[src/rtl/mult_arb_pkg.sv]
// Shared types and the round-robin pick function for the multiplier-sharing arbiter.
package mult_arb_pkg;

    // Largest requester count the pick function can search.
    localparam int MAX_REQ = 32;

    typedef enum logic [1:0] {
        IDLE = 2'd0,
        MUL  = 2'd1,
        RESP = 2'd2
    } state_t;

    typedef struct packed {
        logic        found;
        logic [31:0] idx;
    } pick_t;

    // First set bit of valid, searching from ptr upward and wrapping at nreq.
    function automatic pick_t rr_pick(input logic [MAX_REQ-1:0] valid,
                                      input int unsigned       ptr,
                                      input int unsigned       nreq);
        pick_t       r;
        int unsigned j;
        r.found = 1'b0;
        r.idx   = '0;
        for (int unsigned k = 0; k < MAX_REQ; k++) begin
            if (k < nreq) begin
                j = ptr + k;
                if (j >= nreq) j = j - nreq;
                if (!r.found && valid[j[4:0]]) begin
                    r.found = 1'b1;
                    r.idx   = j;
                end
            end
        end
        return r;
    endfunction

endpackage

[src/rtl/mult_core.sv]
// Registered unsigned W x W multiplier; updates only when enabled.
module mult_core #(
    parameter int W = 4
) (
    input  logic           clk,
    input  logic           rst,
    input  logic           en,
    input  logic [W-1:0]   a,
    input  logic [W-1:0]   b,
    output logic [2*W-1:0] y
);

    always_ff @(posedge clk or negedge rst) begin
        if (!rst) begin
            y <= '0;
        end else if (en) begin
            y <= a * b;
        end
    end

endmodule

[src/rtl/mult_share_arbiter.sv]
// Round-robin arbiter time-sharing one registered multiplier among NREQ requesters.
module mult_share_arbiter
    import mult_arb_pkg::*;
#(
    parameter int NREQ = 4,
    parameter int W    = 4,
    parameter int IDW  = $clog2(NREQ)
) (
    input  logic              clk,
    input  logic              rst,
    input  logic [NREQ-1:0]   req_valid,
    input  logic [NREQ*W-1:0] req_a,
    input  logic [NREQ*W-1:0] req_b,
    output logic [NREQ-1:0]   req_ready,
    output logic              rsp_valid,
    input  logic              rsp_ready,
    output logic [2*W-1:0]    rsp_y,
    output logic [IDW-1:0]    rsp_id,
    output logic              busy
);

    state_t             state;
    state_t             state_next;
    logic [IDW-1:0]     rr_ptr;
    logic [IDW-1:0]     rr_ptr_next;
    logic [MAX_REQ-1:0] valid_ext;
    pick_t              pick;
    logic [IDW-1:0]     grant_id;
    logic               accept;
    logic               core_en;

    logic [W-1:0]       a_p0;
    logic [W-1:0]       b_p0;
    logic [IDW-1:0]     id_p0;

    always_comb begin
        valid_ext               = '0;
        valid_ext[NREQ-1:0]     = req_valid;
        pick                    = rr_pick(valid_ext, 32'(rr_ptr), NREQ);
    end

    assign grant_id = IDW'(pick.idx);
    assign accept   = (state == IDLE) && pick.found;
    assign core_en  = (state == MUL);
    assign busy     = (state != IDLE);

    // Grant is combinational so a requester sees ready in the same cycle it asserts valid.
    always_comb begin
        req_ready = '0;
        if (rst && accept) begin
            req_ready[grant_id] = 1'b1;
        end
    end

    always_comb begin
        rr_ptr_next = (rsp_id == IDW'(NREQ - 1)) ? '0 : rsp_id + 1'b1;
    end

    always_comb begin
        state_next = state;
        case (state)
            IDLE:    if (accept) state_next = MUL;
            MUL:     state_next = RESP;
            RESP:    if (rsp_ready) state_next = IDLE;
            default: state_next = IDLE;
        endcase
    end

    always_ff @(posedge clk or negedge rst) begin
        if (!rst) begin
            state     <= IDLE;
            rr_ptr    <= '0;
            rsp_valid <= 1'b0;
            rsp_id    <= '0;
        end else begin
            state <= state_next;
            if (state == MUL) begin
                rsp_valid <= 1'b1;
                rsp_id    <= id_p0;
            end else if (state == RESP && rsp_ready) begin
                rsp_valid <= 1'b0;
                rr_ptr    <= rr_ptr_next;
            end
        end
    end

    // Stage p0: operands captured at the accept edge only
    always_ff @(posedge clk) begin
        if (accept) begin
            a_p0  <= req_a[grant_id*W +: W];
            b_p0  <= req_b[grant_id*W +: W];
            id_p0 <= grant_id;
        end
    end

    // Stage p1: product registered during MUL and held as the response payload
    mult_core #(
        .W (W)
    ) u_core (
        .clk (clk),
        .rst (rst),
        .en  (core_en),
        .a   (a_p0),
        .b   (b_p0),
        .y   (rsp_y)
    );

endmodule

[config.mk]
export PLATFORM = sky130hd
export DESIGN_NAME = mult_share_arbiter
export DESIGN_NICKNAME = d
export VERILOG_FILES = /design/src/rtl/mult_arb_pkg.sv /design/src/rtl/mult_core.sv /design/src/rtl/mult_share_arbiter.sv
export SDC_FILE = /design/constraint.sdc
export NUM_CORES = 1
export LEC_CHECK = 0
export BUFFER_PORTS_ARGS = -buffer_cell sky130_fd_sc_hd__buf_2
export CAP_MARGIN = 20
export CORE_UTILIZATION = 47
export CTS_CLUSTER_SIZE = 30
export DETAILED_ROUTE_END_ITERATION = 10
export PLACE_DENSITY = 0.77
export RECOVER_POWER = 25
export REMOVE_ABC_BUFFERS = 1
export SYNTH_ARGS = -nofsm -noshare
export SYNTH_HDL_FRONTEND = slang
export SYNTH_SLANG_ARGS = --single-unit
export TNS_END_PERCENT = 50
[constraint.sdc]
create_clock -name clk -period 2.4 [get_ports clk]
set_input_delay 0.12 -clock clk [delete_from_list [all_inputs] [get_ports clk]]
set_output_delay 0.12 -clock clk [all_outputs]
set_load 0.01 [all_outputs]
== Word-level counts from Yosys, hierarchy flattened ==
Index checks and enable logic that the tools add are counted.
Storage, ports and cells
  flip-flop bits (word level): 25
  bits in latches: 0
  bits in writable memories: 0
  bits in read-only memories: 0
  input bits: 39
  output and inout port bits: 16
  logic and storage cells: 75
  memories kept: 0
Operators by class
  $add $sub $neg: 8
  multipliers: 1
  div/mod/pow operators: 0
  order comparisons: 10
  eq/ne operators: 5
  shifts and indexed selects: 2
  mux-type cells: 25
  bitwise operators: 1
  reductions and logical operators: 15
Operators with widths (count)
  $mux W33: 4
  $mux W32: 4
  $shiftx A16 B5 Y4: 2
  $lt A5 B6 Y1 const B: 4
  $bmux W1 S5: 4
  $sub A3 B3 Y4 const B: 3
  $ge A3 B3 Y1 const B: 3
  $mul A4 B4 Y8: 1
  $logic_and A1 B1 Y1: 7
  $mux W1: 7
  $add A2 B2 Y3 const B: 2
  $mux W2: 3
  $pmux W2 S3: 1
  $eq A2 B2 Y1 const B: 2
  $mux W4: 1
  $ne A2 B2 Y1 const B: 2
  $reduce_and A2 Y1: 2
  $reduce_bool A2 Y1: 2
  $sub A2 B3 Y4 const B: 1
  $add A2 B1 Y3 const B: 1
  $ge A2 B3 Y1 const B: 1
  $logic_not A1 Y1: 3
  $lt A2 B3 Y1 const B: 1
  $add A2 B1 Y2 const B: 1
  other kinds (5): 5

== Logic depth before layout (Yosys ltp) ==
  depth in word-level cells: 19
  gate-level depth with buffers: 10
  depth with buffers taken out: 10

== By module ==
Synthesis repeated with hierarchy kept, for this count alone.
Unflattened totals
  cells, all modules: 295
  area, all modules: 2711.4 um^2
Modules (own cells, without submodules)
  mult_share_arbiter: times used 1, cells an instance 219, area an instance 1950.6 um^2, seq. area each 475.5 um^2
  mult_core: times used 1, cells an instance 76, area an instance 760.7 um^2, seq. area each 200.2 um^2

== Worst setup path before layout ==
OpenSTA, ideal clock, no wires.
  path kind: register -> register
  start: reg b_p0[3]
  end: reg u_core.y[7]
  setup time: 0.069 ns
  data arrival time: 2.574 ns
  data required time: 2.331 ns
  setup slack: -0.243 ns
  stages on the path, launching flop included: 11
  buffers on the path: 0
  clock period less this slack: 2.643 ns
  path through: edfxtp_1 -> nand2_1 -> fa_1 -> inv_1 -> fa_1 -> ha_1 -> a21o_1 -> a21o_1 -> a21oi_1 -> or4_1 -> nand3_1
Between the ends
  word-level cells in the longest chain between the ends: 1
RTL lines
  start, declared: RTL line mult_share_arbiter.sv:33  | logic [W-1:0] b_p0;
  start signal, assigned: RTL line mult_share_arbiter.sv:91  | b_p0 <= req_b[grant_id*W +: W];
  $mul A4 B4 Y8: RTL line mult_core.sv:17  | y <= a * b;
  end signal, assigned: RTL line mult_core.sv:17
  end, declared: RTL line mult_core.sv:10  | output logic [2*W-1:0] y
No other way between the ends.
A chain may end at the register's enable or synchronous reset.

== Worst setup path in the final report ==
Same ends and word-level chain as after synthesis.

==> results_dict.tcl <==
set metrics [dict create \
    status "finished with violations" \
    violations "negative setup slack" \
    relSlewSlack_pct 41.9 \
    ant_nets 0 \
    grt_max_degree 17 \
    placementRows 22 \
    dp_hpwl_microns 2830 \
    power_mw 4.58 \
    highest_layer "met4" \
    finalHoldViolCount 0 \
    min_period_ns 2.66 \
    hp-class "input pin to flip-flop" \
    ir_drop_uv 869 \
    nets 302 \
    initial_core_util_pct 49.5 \
    synthArstFlopShare_pct 60.0 \
    p_leak_nw 1.25 \
    worstPathMaxFanout 2 \
    placed_area_sq_um 2330 \
    fp.dieW_microns 64.6 \
    worstSetupEndpointType "flip-flop" \
    cts_buffer_depth 2 \
    cts_root_buffer "clkbuf_8" \
    gp_congestion 0.901 \
    worstMarginPinSlew_ns 0.872 \
    track_usage_pct 21.3 \
    drt-total-wl_microns 4290 \
    dr_wl_met2_microns 2250 \
    grt_pass1_vias 1493 \
    crit_type "flip-flop to flip-flop" \
    clock-sinks 25 \
    synth-main-ff-cell "dfrtp_1" \
    drt-pass1-iter-count 5 \
    powerDensity_nw_per_um2 1750 \
    met3_length_microns 198 \
    synth-edff-count 10 \
    seqCellArea_sq_um 677 \
    ys_warn_count 0 \
    vias_per_cell 5.34 \
    critPathBufInv 1 \
    worst_ep_arrival_time_ns 2.87 \
    slowest_delay_ns 0.55 \
    chipHeight_microns 64.6 \
    ys_types 42 \
    dpl.cell_count 275 \
    diodes 0 \
    insertion_delay_ns 0.27 \
    drt_iter0_markers 41 \
    finalMaxSlewViolations 0 \
    synth-seq-cells 25 \
    port-buffer-count 54 \
    path_delay_family "adder cells" \
    wl_met1_microns 1760 \
    core_sq_um 3720 \
    finalSetupViolCount 13 \
    rsz0062_at_grt "yes" \
    syn-instance-count 153 \
    grt_remaining_overflow 0 \
    worst_slack_ns -0.259 \
    avgSynthCellArea_sq_um 12.0 \
    grt_pass1_wl_microns 6810 \
    num_vias 1543 \
    htree_num_levels 1 \
    dieArea_sq_um 4170 \
    clkTransAtPathRegs_ns 0.08 \
    synthesis.area_sq_um 1840 \
    io_pins 55 \
    drive_gt1_share_pct 56.0 \
    routedWlPerCell_microns 14.8 \
    multi_input_area_sq_um 1220 \
    max_freq_ghz 0.376 \
    crit_chain "nand2_2 > fa_1 > inv_1 > fa_1 > ha_1 > a21o_1 > a21o_1 > a21oi_1 > or4_1 > nand3_1" \
    worst_path_max_delay_cell "fa_1" \
    tritoncts "built" \
    finalNonFillerCells 289 \
    cp_data_required_time_ns 2.61 \
    ys_seq_area_share_pct 36.7 \
    drc 0 \
    area_delta_synth_final_pct 42.5 \
    whs_ns 0.0658 \
    nFillCells 270 \
    final_cell_area_sq_um 2620 \
    worst_setup_path_start_kind "flip-flop" \
    antenna_found_initial 0 \
    period_share_pct 111 \
    cts_made_buffers 3 \
    drv_cap 0 \
    finalClockSkew_ns 0.00143 \
]
-- layout by cell type (no fill, tap or decap), drive strengths merged --
master and n:
and3b 1, mux2 8, nor4 1, and2 9
a41oi 2, nor3 1, and3 1, nand2 14
ha 17, a311o 1, o32a 1, a21boi 1
buf 87, o2111ai 1, o32ai 1, a22oi 1
dfrtp 15, xnor2 3, nor3b 3, fa 4
or4 1, nand3b 1, a21o 3, or2 1
o21ai 7, edfxtp 10, o31ai 2, inv 10
nand2b 4, clkbuf 5, mux4 8, a21oi 7
nor2 2, dlygate4sd3 1, nand3 4, mux2i 3
-- worst reg2reg max path: cells and delay by family, from the launching register on --
kind	cells	cell delay [ns]
compound gates	3	0.31
fa+ha+maj	3	1.30
buf+inv	1	0.05
flops	1	0.38
simple gates	3	0.56
-- layer usage --
metal	up-vias	track usage, %
met4	0	8.61
met3	8	1.76
li1	741	-
met2	70	37.8
met5	-	0
met1	724	26.7
-- final timing paths --
path	from	endpoint	slack (ns)	cells past startpoint
min	rsp_ready	state[1]$_DFFE_PN0P_	0.07	2
min in group asynchronous	rst	u_core.y[3]$_DFFE_PN0P_	0.47	2
max	b_p0[3]$_DFFE_PN_	u_core.y[7]$_DFFE_PN0P_	-0.26	10
max reg2reg	b_p0[3]$_DFFE_PN_	u_core.y[7]$_DFFE_PN0P_	-0.26	10
max in group asynchronous	rst	rr_ptr[0]$_DFFE_PN0P_	1.34	2
min reg2reg	id_p0[0]$_DFFE_PN_	rsp_id[0]$_DFFE_PN0P_	0.48	1
-- power by group --
part	internal (mW)	total, mW	switching, mW
Clock	0.119	0.248	0.130
Sequential	0.748	0.901	0.153
Combinational	1.86	3.43	1.57
Total	2.73	4.58	1.85
-- Yosys cell counts (2+ instances only) --
cell type  number  share of area [%]
clkbuf_1        2               0.41
nor3b_1         3                1.2
ha_1           17                 12
edfxtp_1       10                 16
o21ai_0         7                1.9
mux2_4          2                1.6
nand2b_1        4                1.4
mux2_2          6                3.7
a21oi_1         7                1.9
a21o_1          3                1.2
nand2_1        14                2.9
mux2i_1         3                1.6
dfrtp_1        15                 20
a41oi_1         2               0.95
xnor2_1         3                1.4
mux4_1          3                4.3
mux4_2          5                6.1
fa_1            4                4.4
inv_1          10                2.0
nand3_1         2               0.54
nand3_2         2                1.1
and2_1          9                3.1
-- flip-flops by register name, indices dropped and copies added (netlist names) --
name	flops
b_p0	4
state	2
rsp_valid	1
rr_ptr	2
a_p0	4
id_p0	2
rsp_id	2
u_core.y	8
-- per-stage QoR --
stage	setup slack, ns	TNS (ns)	util, %
after floorplan	-0.487	-5.44	-
after global routing	-0.382	-2.52	70.6
after CTS	-0.194	-0.771	67.9
after global placement	-0.268	-1.42	62.8
final	-0.259	-1.16	70.6
after detailed placement	-0.336	-1.75	62.8
-- layout make-up --
type,instances,share of cell area (%)
multi-input cells,113,46.6
flip-flops and latches,25,25.8
repair buffers,89,22.1
well taps,48,2.29
clock buffers,4,1.72
inverters,10,1.43
-- cell families after synthesis --
logic type | after synthesis | synth area share [%]
AOI/OAI and AO/OA | 27 | 11.1
adders and majority gates | 21 | 15.9
DFF | 25 | 36.7
and+or+nand+nor | 43 | 13.3
buffers and inverters | 15 | 4.15
xor gates and xnor gates | 3 | 1.43
muxes | 19 | 17.3
-- what timing repair did --
| action | 4_1_cts | 5_1_grt |
|---|---|---|
| pin swaps | 15 | 5 |
| endpoints found under the hold margin | 15 | 0 |
| gates resized for setup | 24 | 16 |
| setup endpoints to repair | 17 | 17 |
| buffers inserted | 8 | 1 |
| hold buffers | 1 | 0 |
Power figures use the tool's default switching activity.
